## src/rtl/mux16_sched_pkg.sv

```systemverilog
// Shared types, sizes and the reference round-robin scan for the 16-way bit-mux scheduler.
package mux16_sched_pkg;

  localparam int unsigned N     = 16;
  localparam int unsigned SEL_W = 4;

  typedef enum logic [0:0] {
    IDLE = 1'b0,
    OWN  = 1'b1
  } state_t;

  // Index of the first set request scanning ptr, ptr+1, ... wrapping mod N.
  // Returns 0 when no request is set.
  function automatic logic [SEL_W-1:0] rr_first(input logic [N-1:0] req,
                                                input logic [SEL_W-1:0] ptr);
    logic [SEL_W-1:0] res;
    logic [SEL_W-1:0] j;
    logic             found;
    res   = '0;
    found = 1'b0;
    for (int k = 0; k < N; k++) begin
      j = SEL_W'(int'(ptr) + k);
      if (!found && req[j]) begin
        res   = j;
        found = 1'b1;
      end
    end
    return res;
  endfunction

endpackage

```

## src/rtl/mux16_rr_sched_if.sv

```systemverilog
// Requester/downstream bundle of the scheduler.
//   req, din, out_ready : driven by requesters / downstream (master side)
//   gnt, sel, out_bit, out_valid, busy : driven by the scheduler (slave side)
interface mux16_rr_sched_if;
  import mux16_sched_pkg::*;

  logic [N-1:0]     req;
  logic [N-1:0]     din;
  logic [N-1:0]     gnt;
  logic [SEL_W-1:0] sel;
  logic             out_bit;
  logic             out_valid;
  logic             out_ready;
  logic             busy;

  modport master (
    output req, din, out_ready,
    input  gnt, sel, out_bit, out_valid, busy
  );

  modport slave (
    input  req, din, out_ready,
    output gnt, sel, out_bit, out_valid, busy
  );

endinterface

```

## src/rtl/mux16.sv

```systemverilog
// Existing 16:1 bit mux built as a tree of 2:1 stages.
//   d : 16 data inputs, s : select, y : d[s]
module mux16 (
  input  logic [15:0] d,
  input  logic [3:0]  s,
  output logic        y
);

  logic [7:0] l1;
  logic [3:0] l2;
  logic [1:0] l3;

  for (genvar i = 0; i < 8; i++) begin : g_l1
    assign l1[i] = s[0] ? d[2*i+1] : d[2*i];
  end

  for (genvar i = 0; i < 4; i++) begin : g_l2
    assign l2[i] = s[1] ? l1[2*i+1] : l1[2*i];
  end

  for (genvar i = 0; i < 2; i++) begin : g_l3
    assign l3[i] = s[2] ? l2[2*i+1] : l2[2*i];
  end

  assign y = s[3] ? l3[1] : l3[0];

endmodule

```

## src/rtl/rr_pick16.sv

```systemverilog
// Combinational round-robin picker: rotate req so ptr sits at bit 0,
// priority-encode the lowest set bit, then add ptr back (mod 16).
//   req : request vector, ptr : highest-priority index
//   idx : chosen index (valid when any), any : some request set
module rr_pick16
  import mux16_sched_pkg::*;
(
  input  logic [N-1:0]     req,
  input  logic [SEL_W-1:0] ptr,
  output logic [SEL_W-1:0] idx,
  output logic             any
);

  logic [N-1:0]     rot;
  logic [SEL_W-1:0] off;

  // rot[i] is the request ptr+i positions away
  always_comb begin
    rot = '0;
    for (int i = 0; i < N; i++) begin
      rot[i] = req[SEL_W'(int'(ptr) + i)];
    end
  end

  // Downward scan so the lowest set bit wins
  always_comb begin
    off = '0;
    for (int i = N - 1; i >= 0; i--) begin
      if (rot[i]) off = SEL_W'(i);
    end
  end

  assign idx = ptr + off;
  assign any = |req;

endmodule

```

## src/rtl/mux16_rr_sched.sv

```systemverilog
// Round-robin scheduler owning the select of the 16:1 bit mux.
//   clk, rst : clock and async active-high reset
//   bus      : req/din/out_ready in; gnt/sel (registered), out_bit (through mux),
//              out_valid (req[sel] while owned), busy (grant owned) out
module mux16_rr_sched
  import mux16_sched_pkg::*;
#(
  parameter int unsigned MAX_HOLD = 4
) (
  input  logic clk,
  input  logic rst,
  mux16_rr_sched_if.slave bus
);

  localparam int unsigned CNT_W = 4;
  localparam logic [CNT_W-1:0] LAST_XFER = CNT_W'(MAX_HOLD - 1);

  state_t           state_q, state_d;
  logic [SEL_W-1:0] ptr_q, ptr_d;
  logic [SEL_W-1:0] sel_q, sel_d;
  logic [N-1:0]     gnt_q, gnt_d;
  logic [CNT_W-1:0] cnt_q, cnt_d;

  logic             pick_any;
  logic [SEL_W-1:0] pick_idx;
  logic             own;
  logic             valid;
  logic             xfer;
  logic             mux_y;

  rr_pick16 u_pick (
    .req (bus.req),
    .ptr (ptr_q),
    .idx (pick_idx),
    .any (pick_any)
  );

  mux16 u_mux (
    .d (bus.din),
    .s (sel_q),
    .y (mux_y)
  );

  assign own   = (state_q == OWN);
  assign valid = own & bus.req[sel_q];
  assign xfer  = valid & bus.out_ready;

  // State register
  always_ff @(posedge clk or posedge rst) begin
    if (rst) begin
      state_q <= IDLE;
      ptr_q   <= '0;
      sel_q   <= '0;
      gnt_q   <= '0;
      cnt_q   <= '0;
    end else begin
      state_q <= state_d;
      ptr_q   <= ptr_d;
      sel_q   <= sel_d;
      gnt_q   <= gnt_d;
      cnt_q   <= cnt_d;
    end
  end

  // Next state: arbitrate in IDLE, count transfers / release in OWN.
  // sel is left alone on release so the mux keeps its last path.
  always_comb begin
    state_d = state_q;
    ptr_d   = ptr_q;
    sel_d   = sel_q;
    gnt_d   = gnt_q;
    cnt_d   = cnt_q;
    case (state_q)
      IDLE: begin
        if (pick_any) begin
          state_d = OWN;
          sel_d   = pick_idx;
          gnt_d   = N'(1) << pick_idx;
          cnt_d   = '0;
        end
      end
      OWN: begin
        if (!bus.req[sel_q] || (xfer && (cnt_q == LAST_XFER))) begin
          state_d = IDLE;
          gnt_d   = '0;
          ptr_d   = sel_q + 1'b1;
          cnt_d   = '0;
        end else if (xfer) begin
          cnt_d = cnt_q + 1'b1;
        end
      end
      default: state_d = IDLE;
    endcase
  end

  assign bus.gnt       = gnt_q;
  assign bus.sel       = sel_q;
  assign bus.out_bit   = mux_y;
  assign bus.out_valid = valid;
  assign bus.busy      = own;

  a_gnt_onehot0: assert property (@(posedge clk) disable iff (rst) $onehot0(gnt_q));
  a_gnt_own:     assert property (@(posedge clk) disable iff (rst) ((gnt_q != '0) == own));
  a_valid_busy:  assert property (@(posedge clk) disable iff (rst) (valid |-> own));
  a_pick_ref:    assert property (@(posedge clk) disable iff (rst)
                   ((!own && pick_any) |-> (pick_idx == rr_first(bus.req, ptr_q))));

endmodule
```

## src/flat_wrapper.sv

```systemverilog
// flat-port wrapper written by rule: the top's interface ports become plain ports
module mux16_rr_sched_flat import mux16_sched_pkg::*;
#(
  parameter int unsigned MAX_HOLD = 4
)
  (clk, rst, bus_req, bus_din, bus_out_ready, bus_gnt, bus_sel, bus_out_bit, bus_out_valid, bus_busy);
  mux16_rr_sched_if bus_i ();
  input  logic clk;
  input  logic rst;
  input wire logic [$bits(bus_i.req)-1:0] bus_req;
  input wire logic [$bits(bus_i.din)-1:0] bus_din;
  input wire logic [$bits(bus_i.out_ready)-1:0] bus_out_ready;
  output wire logic [$bits(bus_i.gnt)-1:0] bus_gnt;
  output wire logic [$bits(bus_i.sel)-1:0] bus_sel;
  output wire logic [$bits(bus_i.out_bit)-1:0] bus_out_bit;
  output wire logic [$bits(bus_i.out_valid)-1:0] bus_out_valid;
  output wire logic [$bits(bus_i.busy)-1:0] bus_busy;
  assign bus_i.req = bus_req;
  assign bus_i.din = bus_din;
  assign bus_i.out_ready = bus_out_ready;
  assign bus_gnt = bus_i.gnt;
  assign bus_sel = bus_i.sel;
  assign bus_out_bit = bus_i.out_bit;
  assign bus_out_valid = bus_i.out_valid;
  assign bus_busy = bus_i.busy;
  mux16_rr_sched #(.MAX_HOLD(MAX_HOLD)) u_core (.clk(clk), .rst(rst), .bus(bus_i));
endmodule
```

## config.mk

```make
export PLATFORM = sky130hd
export DESIGN_NAME = mux16_rr_sched_flat
export DESIGN_NICKNAME = d
export VERILOG_FILES = /design/src/rtl/mux16_sched_pkg.sv /design/src/rtl/mux16_rr_sched_if.sv /design/src/rtl/mux16.sv /design/src/rtl/rr_pick16.sv /design/src/rtl/mux16_rr_sched.sv /design/src/flat_wrapper.sv
export SDC_FILE = /design/constraint.sdc
export NUM_CORES = 1
export LEC_CHECK = 0
export ABC_CLOCK_PERIOD_IN_PS = 4300
export BUFFER_PORTS_ARGS = -buffer_cell sky130_fd_sc_hd__buf_2
export CORE_AREA = 3 3 79 81
export DETAILED_ROUTE_END_ITERATION = 8
export DIE_AREA = 0 0 82 84
export GPL_ROUTABILITY_DRIVEN = 0
export PLACE_DENSITY = 0.81
export SLEW_MARGIN = 15
export SYNTH_ARGS = -nofsm -noshare
export SYNTH_HDL_FRONTEND = slang
export SYNTH_SLANG_ARGS = --single-unit
```

## constraint.sdc

```tcl
create_clock -name clk -period 4.3 [get_ports clk]
set_clock_uncertainty 0.2 [all_clocks]
set_input_delay 0.86 -clock clk [delete_from_list [all_inputs] [get_ports clk]]
set_output_delay 0.86 -clock clk [all_outputs]
set_load 0.01 [all_outputs]
```

# Word level (Yosys, flattened, before mapping)

Index checks and enable logic that the tools add are counted.

Bits in latches: 0
Memory bits (read-only): 0
Memories: 0
Logic and storage cells: 147
Output and inout port bits: 23
Bits of input ports: 35
RAM bits: 0
Register bits: 29

Shifts and indexed selects: 1
Eq/ne operators: 4
Magnitude comparators: 17
Bitwise logic cells: 3
$mul: 0
Add/subtract/negate cells: 18
Divide/modulo/power cells: 0
Reduce and logical (&&, ||, !) cells: 8
Mux-type cells: 91

Operators by type and width:

| cell                                                                  | count |
|---|---|
| 4-bit by 6-bit < comparator with 1-bit output, second input constant  | 16 |
| 4-bit 2-to-1 mux                                                      | 19 |
| 1-bit binary-select mux with 4-bit select                             | 17 |
| 1-bit 2-to-1 mux                                                      | 50 |
| 4-bit adder, second input constant                                    | 8 |
| 16-bit 2-to-1 mux                                                     | 2 |
| 16-bit one-hot mux with 2 select lines                                | 1 |
| 4-bit by 3-bit adder with 4-bit output, second input constant         | 4 |
| 16-bit OR reduction                                                   | 1 |
| 1-bit by 4-bit left shift with 16-bit output, first input constant    | 1 |
| 4-bit by 1-bit adder with 4-bit output, second input constant         | 3 |
| 4-bit by 2-bit adder with 4-bit output, second input constant         | 2 |
| 4-bit one-hot mux with 2 select lines                                 | 1 |
| 2-bit AND reduction                                                   | 4 |
| 4-bit by 5-bit < comparator with 1-bit output, second input constant  | 1 |
| 4-bit adder                                                           | 1 |
| 4-bit by 2-bit equality test with 1-bit output, second input constant | 1 |
| 3-bit != test, second input constant                                  | 1 |
| 1-bit AND                                                             | 2 |
| 2-bit by 1-bit != test with 1-bit output, second input constant       | 1 |
| 2-bit != test, second input constant                                  | 1 |
| 1-bit one-hot mux with 2 select lines                                 | 1 |
| 1-bit logical AND                                                     | 1 |
| 1-bit zero test                                                       | 1 |
| 2 further kinds                                                       | 2 |

# Depth between registers and ports, before layout

Word-level depth: 24
Gate-level depth with buffers: 18
Gate-level depth less buffers: 15

# Hierarchy

Synthesis repeated with hierarchy kept, for this count alone.

Cells, all modules: 248
Area total of the unflattened synthesis: 2929.1 um^2

Modules (own cells, without submodules):

| module         | seq. area each (um^2) | cells an instance | area an instance (um^2) | instances |
|---|---|---|---|---|
| mux16_rr_sched | 725.7                 | 120               | 1408.9                  | 1 |
| rr_pick16      | 0.0                   | 121               | 1385.1                  | 1 |
| mux16          | 0.0                   | 7                 | 135.1                   | 1 |

# Worst setup path before layout

OpenSTA, ideal clock, no wires.

Path kind: register to register
From: reg u_core.ptr_q[0]
To: reg u_core.gnt_q[10] (netlist: u_core.bus.gnt[10])
Library setup time: 0.143 ns
Period minus slack after synthesis: 4.686 ns
Cell stages (with the launch flop): 19
Slack: -0.386 ns
Required time: 3.957 ns
Path buffers: 3
Data arrival time: 4.343 ns
Cell sequence: dfrtp_1 > buf_6 > buf_2 > inv_1 > ha_1 > clkbuf_1 > mux4_2 > mux2i_1 > mux2i_1 > nor2_1 > o31ai_1 > a211oi_1 > o2bb2ai_1 > ha_1 > a21o_1 > a21oi_1 > xnor2_1 > xnor2_1 > o21ai_1

Word-level cells in the longest chain between the ends: 24
Elaborated cells between the ends (all ways): 83
Those cells by class: add/sub (16); shift (1); mux (66)

RTL lines:

| what                                                 | line                 | text |
|---|---|---|
| start: declaration                                   | mux16_rr_sched.sv:19 | `logic [SEL_W-1:0] ptr_q, ptr_d;` |
| start signal: assignment                             | mux16_rr_sched.sv:58 | `ptr_q <= ptr_d;` |
| 4-bit adder                                          | rr_pick16.sv:21      | `rot[i] = req[SEL_W'(int'(ptr) + i)];` |
| 1-bit binary-select mux with 4-bit select            | rr_pick16.sv:21      |  |
| 1-bit 2-to-1 mux (implied by the code) (2 in series) | rr_pick16.sv:21      |  |
| 4-bit 2-to-1 mux (16 in series)                      | rr_pick16.sv:29      | `if (rot[i]) off = SEL_W'(i);` |
| 4-bit adder (*)                                      | rr_pick16.sv:33      | `assign idx = ptr + off;` |
| 1-bit by 4-bit left shift with 16-bit output (*)     | mux16_rr_sched.sv:78 | `gnt_d = N'(1) << pick_idx;` |
| 16-bit 2-to-1 mux (*)                                | mux16_rr_sched.sv:75 | `if (pick_any) begin` |
| 16-bit one-hot mux with 2 select lines (*)           | mux16_rr_sched.sv:73 | `case (state_q)` |
| end signal: assignment                               | mux16_rr_sched.sv:60 | `gnt_q <= gnt_d;` |
| end: declaration                                     | mux16_rr_sched.sv:21 | `logic [N-1:0] gnt_q, gnt_d;` |

Every way passes the cells marked *; elsewhere a longest branch is shown, timed or not. The select of a mux whose other input is x is not followed.
A chain may end at the register's enable or synchronous reset.

# Worst setup path after layout

From: reg u_core.ptr_q[0]
To: reg u_core.gnt_q[9] (netlist: u_core.bus.gnt[9])

The elaborated chain is that of the path after synthesis.

==> out/metrics.yaml <==
critPathKind: "reg2reg"
row_count: 27
layout_commonest_cell: "buf_2"
vias_per_cell: 6.04
r2r_cells: 12
grtUsageMet3_pct: 4.32
yosysWarningCount: 0
grt_max_degree: 30
synth_cell_types: 42
start_kind: "flip-flop"
synth-seq-cells: 29
grt_pass1_wl_um: 11000
ant_nets: 0
status: "completed"
antenna_found_initial: 0
yosysSeqAreaShare_pct: 25.9
min_to: "u_core.bus.gnt[7]$_DFFE_PP0P_"
die-width_um: 82
drtIter0Drc: 138
r2r-start: "u_core.ptr_q[0]$_DFFE_PP0P_"
antennaDiodeCount: 0
cts_buffer_depth: 2
syn_nets: 297
initial_core_util_pct: 50.5
clk_pin_slew_ns: 0.06
cts_tree: "done"
hold_violations: 0
syn_to_final_growth_pct: 21.4
drtPass1Iterations: 4
grt_pass1_vias: 2347
cp_data_required_time_ns: 4.31
num_vias: 2336
synthesis.instances: 249
min_period_ns: 4.16
path_cells: "inv_1, ha_4, mux4_2, mux2i_1, mux2i_1, o41ai_1, o22ai_1, ha_1, fa_1, xor2_1, or3_1, o21ai_1"
ctsRootBufferMaster: "clkbuf_8"
busiest_layer: "met2"
clock_latency_ns: 0.28
grt_util_met1_pct: 27.4
io_buffers: 57
synthFlopType: "dfrtp_1"
slew_viol_final: 0
dp.cells: 376
wl_per_cell_um: 17.4
fin_cells: 387
r2r_end: "u_core.bus.gnt[9]$_DFFE_PP0P_"
wl_um: 6730
grtUsageMet2_pct: 34.1
fin_util_pct: 61.3
numCtsBuffers: 5
fmax_ghz: 0.240
path_max_fanout: 6
cp_slowest_cell: "o41ai_1"
synthArstFlopShare_pct: 100
cts_hold_buf: 0
setup_violations: 0
whs_ns: 0.282
relSlewSlack_pct: 34.5
worst_pin_slew_ns: 0.976
dp_hpwl_um: 5170
syn_area_per_cell_um2: 11.2
multi_input_comb_area_mm2: 0.00206
whs_path_depth: 2
setup.worst_path.end_class: "flip-flop"
crit_path_max_incr_delay_ns: 0.57
n_fill_cell: 446
dieHeight_um: 84
fin_crit_sh_pct: 96.7
clock-sinks: 29
r2r_slack_ns: 0.14
final_cell_mix: "57 x buf_2, 37 x mux4_2, 28 x nand2_1, 27 x dfrtp_1, 16 x nor2_1"
grt_usage_pct: 20.6
drive_gt1_share_pct: 42.5
synth_edf_count: 0
cp_common_cell: "mux2i_1"
synthesis.area_mm2: 0.00280
core_area_mm2: 0.00554
drv_cap: 0
worstHoldPathType: "reg2reg"
final_nets: 362
overflow: 0
hp-start: "u_core.bus.gnt[7]$_DFFE_PP0P_"
drc: 0
io_pins: 58
arrival_ns: 4.17
htreeDepth: 2
die-area_mm2: 0.00689
register_area_um2: 728
[worst max-delay path, delay by kind of cell, from the launching register on]
family	cells	cell delay, ns
compound gates	3	0.83
xor+xnor	1	0.21
fa+ha+maj	3	1.00
buf+inv	1	0.07
flops	1	0.37
mux	3	0.99
simple gates	1	0.41
[cell usage after synthesis (2+ instances only)]
master    instances  area share (%)
nand2b_1          3            0.67
o21ai_1          13             2.3
a22o_1            4             1.3
nor3_1            2            0.36
buf_1             2            0.27
nor2b_1           2            0.45
nand3_1           5            0.89
xnor2_1           7             2.2
a21oi_1           8             1.4
buf_6             2            0.80
a21boi_0          2            0.54
ha_1             12             5.4
nor4_1            6             1.3
nand4_1           4            0.89
nand2_1          28             3.8
mux2i_1          16             5.7
mux4_2           37              30
or3_1             2            0.45
dfrtp_1          29              26
o21ai_0           3            0.54
o22ai_1           2            0.45
clkbuf_1          8             1.1
inv_1             8             1.1
nor2_1           17             2.3
buf_2             2            0.36
xor2_1            9             2.8
[state kept, by name, summed over array words and instances, names as in the netlist]
name             flops
u_core.ptr_q         4
u_core.cnt_q         4
u_core.bus.sel       4
u_core.bus.gnt      16
u_core.bus.busy      1
[kinds of logic after synthesis]
group / count (synthesis) / synth area share (%)
simple gates: 73 / 12.4
flops: 29 / 25.9
mux: 55 / 36.9
xor+xnor: 17 / 5.59
compound gates: 40 / 9.53
buf+inv: 22 / 3.58
fa+ha+maj: 13 / 6.08
[metal layers]
layer	routed length [um]	vias to the layer above
met5	0	-
met4	59	0
met3	411	7
met2	3540	97
met1	2720	1142
li1	-	1090
[worst max-delay path by stage]
stage                     cells after the start  slack [ns]                             end                        start
after detailed placement                     10       -0.10   u_core.bus.gnt[3]$_DFFE_PP0P_                   bus_req[7]
after CTS                                    14        0.09  u_core.bus.gnt[12]$_DFFE_PP0P_  u_core.ptr_q[1]$_DFFE_PP0P_
after floorplan                              14       0.002   u_core.bus.gnt[1]$_DFFE_PP0P_  u_core.ptr_q[1]$_DFFE_PP0P_
after global placement                       13       -0.03   u_core.bus.gnt[8]$_DFFE_PP0P_                   bus_req[1]
final                                        12        0.14   u_core.bus.gnt[9]$_DFFE_PP0P_  u_core.ptr_q[0]$_DFFE_PP0P_
after global routing                         14       -0.02   u_core.bus.gnt[9]$_DFFE_PP0P_  u_core.ptr_q[1]$_DFFE_PP0P_
[stage by stage]
stage | cell area (um2) | setup WS [ns] | TNS, ns
2_1_floorplan | 2820 | 0.00177 | 0
3_3_place_gp | 3210 | -0.0260 | -0.130
3_5_place_dp | 3210 | -0.104 | -1.06
4_1_cts | 3290 | 0.0905 | 0
5_1_grt | 3400 | -0.0230 | -0.0450
6_report | 3400 | 0.142 | 0
[area by class of cell]
class,count,share of cell area (%)
multi-input cells,198,60.7
flip-flops and latches,29,21.4
inverters,8,0.884
well taps,72,2.65
clock buffers,6,2.14
repair buffers,72,11.9
clock inverters,2,0.295
[repair_timing]
item                       in CTS  in global routing
hold endpoints to repair        0                  0
resized for setup               0                 13
setup endpoints to repair       0                 18
setup buffers                   0                  3
Power is not shown: default switching activity piles up to over one toggle a cycle in this logic, so the estimate is an artifact.
